[config.mk]
export PLATFORM = sky130hd
export DESIGN_NAME = pipe_adder
export DESIGN_NICKNAME = d
export VERILOG_FILES = /design/src/rtl/pipe_adder_stage.sv /design/src/rtl/pipe_adder.sv
export SDC_FILE = /design/constraint.sdc
export NUM_CORES = 1
export LEC_CHECK = 0
export BUFFER_PORTS_ARGS = -buffer_cell sky130_fd_sc_hd__buf_2
export CELL_PAD_IN_SITES_DETAIL_PLACEMENT = 1
export CELL_PAD_IN_SITES_GLOBAL_PLACEMENT = 1
export CORE_MARGIN = 2
export CORE_UTILIZATION = 42
export CTS_CLUSTER_DIAMETER = 120
export CTS_CLUSTER_SIZE = 24
export DETAILED_ROUTE_END_ITERATION = 8
export PLACE_DENSITY = 0.81
export SYNTH_ARGS = -nofsm -noshare
export SYNTH_HDL_FRONTEND = slang
export SYNTH_SLANG_ARGS = --single-unit
[constraint.sdc]
create_clock -name clk -period 3.2 [get_ports clk]
set_input_delay 0.48 -clock clk [delete_from_list [all_inputs] [get_ports clk]]
set_output_delay 0.48 -clock clk [all_outputs]
set_load 0.01 [all_outputs]
[src/rtl/pipe_adder_stage.sv]
// Combinational CW-bit ripple-carry adder: a chain of 1-bit full adders, no state.
module pipe_adder_stage #(
    parameter int CW = 4
) (
    input  logic [CW-1:0] x,
    input  logic [CW-1:0] y,
    input  logic          cin,
    output logic [CW-1:0] s,
    output logic          cout
);

    for (genvar i = 0; i < CW; i++) begin : g_fa
        logic w_ci;
        logic w_co;

        if (i == 0) begin : g_cin
            assign w_ci = cin;
        end else begin : g_cin
            assign w_ci = g_fa[i-1].w_co;
        end

        assign s[i] = x[i] ^ y[i] ^ w_ci;
        assign w_co = (x[i] & y[i]) | (w_ci & (x[i] ^ y[i]));
    end

    assign cout = g_fa[CW-1].w_co;

endmodule

[src/rtl/pipe_adder.sv]
// Pipelined WIDTH-bit add/subtract: one CHUNK-bit ripple slice per stage, with a
// valid/ready handshake where every stage advances together or holds.
module pipe_adder #(
    parameter int WIDTH  = 13,
    parameter int STAGES = 4
) (
    input  logic             clk,
    input  logic             rst,
    input  logic             in_valid,
    output logic             in_ready,
    input  logic [WIDTH-1:0] a,
    input  logic [WIDTH-1:0] b,
    input  logic             sub,
    output logic             out_valid,
    input  logic             out_ready,
    output logic [WIDTH:0]   sum
);

    localparam int CHUNK = (WIDTH + STAGES - 1) / STAGES;

    logic w_adv;

    assign w_adv    = !out_valid || out_ready;
    assign in_ready = w_adv;

    for (genvar k = 0; k < STAGES; k++) begin : g_st
        // Trailing stages can end up with no bits when CHUNK rounds up; they only delay.
        localparam int LO  = (k * CHUNK < WIDTH) ? k * CHUNK : WIDTH;
        localparam int TOP = (LO + CHUNK < WIDTH) ? LO + CHUNK : WIDTH;
        localparam int CW  = TOP - LO;

        logic           r_v;
        logic           r_c;
        logic [TOP-1:0] r_s;
        logic           w_nv;
        logic           w_nc;
        logic [TOP-1:0] w_ns;

        if (k == 0) begin : g_add
            pipe_adder_stage #(.CW(CW)) u_stage (
                .x    (a[TOP-1:LO]),
                .y    (b[TOP-1:LO] ^ {CW{sub}}),
                .cin  (sub),
                .s    (w_ns),
                .cout (w_nc)
            );
            assign w_nv = in_valid;
        end else if (CW > 0) begin : g_add
            logic [CW-1:0] w_chunk;

            pipe_adder_stage #(.CW(CW)) u_stage (
                .x    (g_st[k-1].g_op.r_a[TOP-1:LO]),
                .y    (g_st[k-1].g_op.r_b[TOP-1:LO] ^ {CW{g_st[k-1].g_op.r_sub}}),
                .cin  (g_st[k-1].r_c),
                .s    (w_chunk),
                .cout (w_nc)
            );
            assign w_ns = {w_chunk, g_st[k-1].r_s};
            assign w_nv = g_st[k-1].r_v;
        end else begin : g_add
            assign w_ns = g_st[k-1].r_s;
            assign w_nc = g_st[k-1].r_c;
            assign w_nv = g_st[k-1].r_v;
        end

        always_ff @(posedge clk) begin
            if (rst) begin
                r_v <= 1'b0;
                r_c <= 1'b0;
                r_s <= '0;
            end else if (w_adv) begin
                r_v <= w_nv;
                r_c <= w_nc;
                r_s <= w_ns;
            end
        end

        // Operand bits above this stage's slice, still waiting for a later stage.
        if (TOP < WIDTH) begin : g_op
            logic [WIDTH-1:TOP] r_a;
            logic [WIDTH-1:TOP] r_b;
            logic               r_sub;
            logic [WIDTH-1:TOP] w_na;
            logic [WIDTH-1:TOP] w_nb;
            logic               w_nsub;

            if (k == 0) begin : g_src
                assign w_na   = a[WIDTH-1:TOP];
                assign w_nb   = b[WIDTH-1:TOP];
                assign w_nsub = sub;
            end else begin : g_src
                assign w_na   = g_st[k-1].g_op.r_a[WIDTH-1:TOP];
                assign w_nb   = g_st[k-1].g_op.r_b[WIDTH-1:TOP];
                assign w_nsub = g_st[k-1].g_op.r_sub;
            end

            always_ff @(posedge clk) begin
                if (rst) begin
                    r_a   <= '0;
                    r_b   <= '0;
                    r_sub <= 1'b0;
                end else if (w_adv) begin
                    r_a   <= w_na;
                    r_b   <= w_nb;
                    r_sub <= w_nsub;
                end
            end
        end
    end

    assign out_valid = g_st[STAGES-1].r_v;
    assign sum       = {g_st[STAGES-1].r_c, g_st[STAGES-1].r_s};

endmodule
==> results.toml, run 1 <==
[routing]
drt_iter0_drc = 74
ant_nets = 0
routed_wl_um = 6390
wl_per_cell_um = 12.38
vias = 2413
route.detailed.drc = 0
firstDrtPassIters = 4
vias_per_cell = 4.676

[worst_setup_path]
path_delay_family = "adder cells"
critPathKind = "flop to flop"
end_kind = "flop"
r2r-start = "g_st[1].g_op.r_sub"
crit_slowest_cell = "dfxtp_1"
start_kind = "flop"
path_cells = "xnor2_1 -> fa_1 -> inv_1 -> fa_1 -> inv_1 -> fa_1 -> inv_1 -> fa_1 -> nand2_1 -> a21oi_1"
cp_common_cell = "fa_1"
cp.required_ps = 3420
worstSetupStartpoint = "g_st[1].g_op.r_sub"
path_buf_inv = 3
cp_max_fo = 6
worstPathArrival_ps = 2570
cp_slowest_stage_delay_ps = 460

[synthesis]
post-synth-top-count-cell = "nand2_1"
ys_warn_count = 0
ys_types = 20
synthTopCellsByArea = "dfxtp_1, nand2_1, a21oi_1"
syn_area_sq_mm = 0.003242
syn_nets = 420
synth_area_leader_cell = "dfxtp_1"
syn_inst = 377
ys.flop_type = "dfxtp_1"
synth_top_area_share_pct = 48.17
ys_top_cells_by_count = "nand2_1, dfxtp_1, a21oi_1"
yosysSeqAreaShare_pct = 48.17
async_reset_ff_share_pct = 0
syn_avg_cell_area_sq_um = 8.599
synth-edff-count = 0
synth_seq_cells = 78

[pwr]
p_int_w = 0.001503
p_seq_share_pct = 53.7
swShare_pct = 24.89
ir_worst_vdd_mv = 0.2991
p_sw_w = 0.0004981
leakagePower_nw = 1.500
p_per_area_mw_per_mm2 = 552.0
combPwrFrac_pct = 9.9
pwr-share-clk_pct = 36.4

[final_layout]
seqCellArea_sq_mm = 0.001562
diodes = 0
multi_input_area_sq_mm = 0.001406
area_growth_pct = 11.81
layout-drive-gt1-share_pct = 21.74
nets = 452
fillers = 968

[flow_run]
maxCapViolations = 0

[grt]
grt_usage_pct = 16.51
gr-total-overflow = 0
grt_max_degree = 86
grt_pass1_vias = 2412
grt_pass1_wl_um = 11130
antenna_found_initial = 0

[clock_network]
htree_levels = 3
root_buffer = "clkbuf_8"
clk_latency_ps = 350
cts_max_path_buffers = 2
cts_buffers = 9
clk_pin_slew_ps = 80
hold_buffers = 0
cts_num_sinks = 78
cts_tree = "yes"
cts_setup_buffers = 0
cts.repair.resized = 0

[sta]
report.final.hold_viol_count = 0
relSlewSlack_pct = 43.94
finalClockSkew_ps = 6.699
drv_slew = 0
min_period_over_period_pct = 73.41
rsz0062_at_grt = "false"
setup_viol = 0
fmax_ghz = 0.4257
max_slew.worst_pin.slew_ps = 841.0
hold_ws_ps = 369.3
fin_setup_tns_ps = 0
fin_crit_ps = 2349

[floorplanning]
die_x_um = 91.86
die_h_um = 91.86
fp.coreArea_sq_mm = 0.007607
io_pins = 47
placementRows = 32
die_area_sq_mm = 0.008437
initial_core_util_pct = 42.62

[hold_path]
hp-class = "input port to flop"
worstHoldStart = "b[11]"

[placement]
io_buffers = 46
gp_congestion = 0.7639
hpwl_um = 4287

[outcome]
status = "finished, final reports clean"
## tightest hold or removal path, delay by kind of cell
family | cells | cell delay [ps]
AOI/OAI and AO/OA | 1 | 40
buffers and inverters | 1 | 100
and+or+nand+nor | 1 | 50
## placed cells by master, fill, tap and decap left out
cell	count
a211oi_1	8
a21oi_1	58
a21oi_2	11
buf_2	46
buf_4	4
bufinv_16	1
clkbuf_8	10
clkinv_2	3
clkinv_4	1
clkinvlp_4	1
dfxtp_1	78
fa_1	12
inv_1	17
inv_4	1
mux2_2	1
nand2_1	128
nand2_2	10
nor2_1	10
nor2b_4	1
xnor2_1	7
xor2_1	6
## logic make-up after synthesis
| logic type | synth area share, % |
|---|---|
| AND/OR/NAND/NOR | 18.33 |
| flip-flops | 48.17 |
| AO/OA/AOI/OAI | 13.78 |
| buffers and inverters | 8.452 |
| XOR/XNOR | 3.512 |
| adder cells (fa/ha/maj) | 7.410 |
| multiplexers | 0.3473 |
## power groups by stage
stage / combinational (W) / clock, W / sequential, W
CTS: 0.000204 / 0.000749 / 0.00107
detailed placement: 0.000200 / 0 / 0.00110
global placement: 0.000189 / 0 / 0.00109
floorplan: 0.000139 / 0 / 0.00109
global route: 0.000232 / 0.000791 / 0.00108
finish: 0.000199 / 0.000728 / 0.00107
## sequential cells by signal, summed over array words and instances (netlist names)
name and flops:
g_st.g_op.r_sub 3, g_st.r_c 4, g_st.g_op.r_b 15, g_st.r_v 3, g_st.g_op.r_a 15, g_st.r_s 37, out_valid 1
## routing by layer
| layer | GRT usage (%) | up-vias | routed length [um] |
|---|---|---|---|
| li1 | - | 1241 | - |
| met1 | 21.54 | 1120 | 2980 |
| met2 | 26.96 | 44 | 3068 |
| met3 | 4.191 | 8 | 267 |
| met4 | 5.224 | 0 | 74 |
| met5 | 0 | - | 0 |
## worst paths after layout
check,slack (ps),cells after the start,end
worst min register to register,450,2,g_st[3].r_s[0]
worst max-delay path,850,10,g_st[2].r_s[11]
worst min-delay path,370,3,g_st[0].g_op.r_b[11]
worst max register to register,850,10,g_st[2].r_s[11]
## cell type report
type / instances / share of cell area [%]
sequential: 78 / 43.08
clock buffer: 10 / 3.797
timing repair buffer: 50 / 7.180
multi-input combinational: 252 / 38.80
tap: 102 / 3.521
clock inverter: 6 / 1.691
inverter: 18 / 1.933
## per-stage QoR
stage / instances / power, W / worst slack [ps] / util (%) / instance area [sq um]
after floorplan: 377 / 0.001229 / 888.8 / - / 3242
after global placement: 500 / 0.001282 / 938.7 / 45.03 / 3426
after detailed placement: 500 / 0.001297 / 796.0 / 45.03 / 3426
after CTS: 516 / 0.002027 / 813.0 / 47.65 / 3625
after global routing: 516 / 0.002105 / 698.9 / 47.65 / 3625
final: 516 / 0.002001 / 851.0 / 47.65 / 3625
Note: power is estimated with default switching activity, not from simulation.
==> inputs of run 2 (changes only) <==
Settings changed: ABC_AREA set to 1, CORE_UTILIZATION 42 to 38, PLACE_DENSITY 0.81 to 0.78.
Clock period 3.2 ns to 2 ns, I/O delays scaled along.
==> results.toml, run 2 <==
[synthesis]
synth-edff-count = 0
syn_area_sq_mm = 0.003353
ys.flop_type = "dfxtp_1"
syn_inst = 406
ys_top_cells_by_count = "nor2_1, dfxtp_1, o21bai_1"
synth_area_leader_cell = "dfxtp_1"
post-synth-top-count-cell = "nor2_1"
yosysSeqAreaShare_pct = 46.57
synth_seq_cells = 78
synth_top_area_share_pct = 46.57
ys_warn_count = 0
async_reset_ff_share_pct = 0
synthTopCellsByArea = "dfxtp_1, nor2_1, o21bai_1"
ys_types = 17
syn_avg_cell_area_sq_um = 8.259
syn_nets = 449

[sta]
setup_viol = 4
min_period_over_period_pct = 108.5
fin_ws_ps = -170.2
fin_setup_tns_ps = -420.4
finalClockSkew_ps = 5.506
fin_crit_ps = 2170
relSlewSlack_pct = 70.16
hold_ws_ps = 183.2
report.final.hold_viol_count = 0
fmax_ghz = 0.4608
drv_slew = 0
rsz0062_at_grt = "true"
max_slew.worst_pin.slew_ps = 446.0

[worst_setup_path]
path_buf_inv = 3
cp_common_cell = "fa_2"
critPathKind = "flop to flop"
crit_slowest_cell = "fa_1"
end_kind = "flop"
cp.required_ps = 2240
cp_max_fo = 2
worstPathArrival_ps = 2410
path_cells = "xnor2_4 -> fa_2 -> inv_2 -> fa_2 -> inv_1 -> fa_2 -> inv_2 -> fa_1 -> nor2_1 -> nor2_1"
path_delay_family = "adder cells"
start_kind = "flop"
r2r_setup_slack_ps = -170
cp_slowest_stage_delay_ps = 370

[routing]
firstDrtPassIters = 4
ant_nets = 0
wl_per_cell_um = 12.51
vias = 2581
vias_per_cell = 4.609
route.detailed.drc = 0
drt_iter0_drc = 92
routed_wl_um = 7005

[placement]
pre_cts_ws_ps = -218.6
hpwl_um = 4828
io_buffers = 46
gp_congestion = 0.7338

[floorplanning]
die_h_um = 97.94
die_area_sq_mm = 0.009591
initial_core_util_pct = 38.83
io_pins = 47
fp.coreArea_sq_mm = 0.008636
die_x_um = 97.94
placementRows = 34

[clock_network]
cts_buffers = 9
cts_setup_buffers = 0
root_buffer = "clkbuf_8"
hold_buffers = 0
cts_max_path_buffers = 2
clk_latency_ps = 340
htree_levels = 3
clk_pin_slew_ps = 80
cts_num_sinks = 78
cts_tree = "yes"

[pwr]
ir_worst_vdd_mv = 0.3376
leakagePower_nw = 1.702
finalPower_w = 0.003385
p_per_area_mw_per_mm2 = 856.1

[final_layout]
final_common_cell = "nor2_1"
reg_top3 = "g_st.r_s: 37 flops, g_st.g_op.r_a: 15 flops, g_st.g_op.r_b: 15 flops"
regMostFlops = "g_st.r_s"
diodes = 0
layout-drive-gt1-share_pct = 20.80
largest_reg_flops = 37
nets = 491
final_cell_mix = "nor2_1, dfxtp_1, o21bai_1"
area_growth_pct = 17.91
post-route-util_pct = 45.78

[outcome]
status = "finished, violations left"
failed_checks = "negative setup slack"

[hold_path]
hp-class = "input port to flop"

[grt]
grt_pass1_vias = 2670
grt_usage_pct = 15.66
gr-total-overflow = 0
grt_pass1_wl_um = 12340
antenna_found_initial = 0
grt_max_degree = 46

[flow_run]
maxCapViolations = 0
run 2: final timing paths:
check                 startpoint              endpoint  depth (start not counted)
max          g_st[1].g_op.r_b[8]       g_st[2].r_s[11]                         10
min                        b[10]  g_st[0].g_op.r_b[10]                          3
max reg2reg  g_st[1].g_op.r_b[8]       g_st[2].r_s[11]                         10
min reg2reg          g_st[2].r_v             out_valid                          2
run 2: area by class of cell:
class / instances / area [sq um]
Inverter: 29 / 108.9
Fill cell: 1075 / 4682
Multi-Input combinational cell: 272 / 1607
Tap cell: 108 / 135.1
Clock inverter: 4 / 47.55
Timing Repair Buffer: 58 / 345.3
Clock buffer: 11 / 141.4
Sequential cell: 78 / 1569
run 2: what timing repair did:
item,4_1_cts,5_1_grt
resized for setup,5,3
pin swaps,0,3
setup endpoints to repair,5,6
run 2: where the power goes:
part           internal (W)  leakage, nW  switching (W)
sequential          0.00168        0.644      0.0000705
combinational      0.000232        0.962       0.000255
clock              0.000600       0.0952       0.000544
total               0.00251         1.70       0.000870
run 2: layer usage:
layer	global-route usage [%]	share of wire, %	vias up	wire length [um]
met5	0	0	-	0
met4	4.808	0.90	0	63
met3	3.865	3.4	6	241
met2	26.82	49	35	3466
met1	19.49	46	1212	3233
li1	-	-	1328	-
run 2: tightest hold or removal path, stage by stage:
cell	delay, ps
buf_2	70
nor2_1	30
nor2_1	80
run 2: through the flow:
step	cell area [sq um]	instances
6_report	3954	560
5_1_grt	3954	560
4_1_cts	3951	560
3_5_place_dp	3750	545
3_3_place_gp	3750	545
2_1_floorplan	3426	406
run 2: kinds of logic after synthesis:
family          share of synthesized area [%]
compound gates                          15.37
simple gates                            20.22
fa+ha+maj                               7.164
flops                                   46.57
buf+inv                                 7.537
xor+xnor                                3.134
==> inputs of run 3 (changes only) <==
Settings changed: SETUP_SLACK_MARGIN set to 0.3.
==> results.toml, run 3 (synthesis results as in run 2) <==
[sta]
drv_slew = 0
setup_viol = 4
hold_ws_ps = 157.5
relSlewSlack_pct = 67.29
fin_setup_tns_ps = -480.7
report.final.hold_viol_count = 0
fin_crit_ps = 2171
fmax_ghz = 0.4607
max_slew.worst_pin.slew_ps = 490.7
rsz0062_at_grt = "true"
fin_ws_ps = -170.6
min_period_over_period_pct = 108.5
finalClockSkew_ps = 12.07

[placement]
gp_congestion = 0.7616
postPlaceCellArea_sq_mm = 0.003762
hpwl_um = 4749
io_buffers = 46
pre_cts_ws_ps = -218.1

[final_layout]
regMostFlops = "g_st.r_s"
final_cell_area_sq_mm = 0.003959
seqCellArea_sq_mm = 0.001569
final_common_cell = "nor2_1"
largest_reg_flops = 37
diodes = 0
area_growth_pct = 18.06
final_cell_mix = "nor2_1, dfxtp_1, o21bai_1"
multi_input_area_sq_mm = 0.001617
post-route-util_pct = 45.84
layout-drive-gt1-share_pct = 21.95
fillers = 1036
reg_top3 = "g_st.r_s: 37 flops, g_st.g_op.r_a: 15 flops, g_st.g_op.r_b: 15 flops"
nets = 489

[hold_path]
hold_end = "g_st[0].g_op.r_b[12]"
worstHoldStart = "b[12]"
hp-class = "input port to flop"
min_path_cells = 3

[clock_network]
cts_buffers = 9
clk_latency_ps = 360
cts_setup_buffers = 0
cts_tree = "yes"
clk_pin_slew_ps = 90
cts_num_sinks = 78
cts_max_path_buffers = 2
root_buffer = "clkbuf_8"
htree_levels = 3

[outcome]
failed_checks = "negative setup slack"
status = "finished, violations left"

[pwr]
swShare_pct = 29.01
leakagePower_nw = 1.695
p_seq_share_pct = 51.9
p_int_w = 0.002396
pwr-share-clk_pct = 33.6
p_sw_w = 0.0009793
p_per_area_mw_per_mm2 = 852.6
ir_worst_vdd_mv = 0.3911
combPwrFrac_pct = 14.5

[worst_setup_path]
r2r_end = "g_st[2].r_s[11]"
cp.required_ps = 2250
cp_max_fo = 2
start_kind = "flop"
r2r_setup_slack_ps = -170
worstPathArrival_ps = 2420
reg2reg_depth = 10
end_kind = "flop"
r2r-start = "g_st[1].g_op.r_b[8]"
critPathKind = "flop to flop"

[grt]
grt_pass1_wl_um = 11930
antenna_found_initial = 0
grt_max_degree = 65
grt_pass1_vias = 2615
gr-total-overflow = 0
grt_usage_pct = 15.46

[routing]
ant_nets = 0
vias = 2561
route.detailed.drc = 0
routed_wl_um = 6951
vias_per_cell = 4.581
drt_iter0_drc = 66
wl_per_cell_um = 12.43
firstDrtPassIters = 4

[floorplanning]
io_pins = 47
die_x_um = 97.94
fp.coreArea_sq_mm = 0.008636
die_h_um = 97.94
die_area_sq_mm = 0.009591
initial_core_util_pct = 38.83
placementRows = 34

[flow_run]
maxCapViolations = 0
## run 3: power groups by stage
stage | Sequential [W] | Clock [W] | Combinational [W]
5_1_grt | 0.00177 | 0.00124 | 0.000573
4_1_cts | 0.00175 | 0.00119 | 0.000502
3_5_place_dp | 0.00179 | 0 | 0.000496
2_1_floorplan | 0.00178 | 0 | 0.000357
6_report | 0.00175 | 0.00113 | 0.000489
3_3_place_gp | 0.00179 | 0 | 0.000475
## run 3: cell type report
type,count,share of cell area (%)
well taps,108,3.413
repair buffers,56,8.660
clock inverters,7,1.580
inverters,29,2.750
clock buffers,9,3.129
multi-input cells,272,40.83
flip-flops and latches,78,39.63
## run 3: timing repair
item,4_1_cts,5_1_grt
setup endpoints to repair,6,7
hold buffers,0,0
pin swaps,1,1
gates cloned,0,0
endpoints found under the hold margin,0,0
resized for setup,6,1
## run 3: worst max path at each step
stage                         from               to  cells after the start
5_1_grt        g_st[1].g_op.r_b[8]  g_st[2].r_s[11]                     10
4_1_cts        g_st[1].g_op.r_b[8]  g_st[2].r_s[11]                     10
3_5_place_dp   g_st[1].g_op.r_b[8]  g_st[2].r_s[11]                     10
2_1_floorplan   g_st[1].g_op.r_sub  g_st[2].r_s[11]                     11
3_3_place_gp   g_st[1].g_op.r_b[8]  g_st[2].r_s[11]                     10
6_report       g_st[1].g_op.r_b[8]  g_st[2].r_s[11]                     10
## run 3: critical path: stages (launching register included)
cell and delay, ps:
dfxtp_2 360, xnor2_4 140, fa_2 350, inv_2 60
fa_2 160, inv_1 50, fa_2 330, inv_2 70
fa_1 390, nor2_1 110, nor2_1 60
## run 3: stage by stage
stage / total power [W] / std cells
finish: 0.003375 / 559
global route: 0.003585 / 559
CTS: 0.003442 / 559
detailed placement: 0.002286 / 543
floorplan: 0.002138 / 406
global placement: 0.002261 / 543
## run 3: per-layer routing
| metal | part of all wire [%] | GRT usage, % |
|---|---|---|
| met4 | 2.0 | 7.051 |
| met5 | 0 | 0 |
| met3 | 3.0 | 3.293 |
| met2 | 48 | 25.92 |
| met1 | 47 | 19.09 |
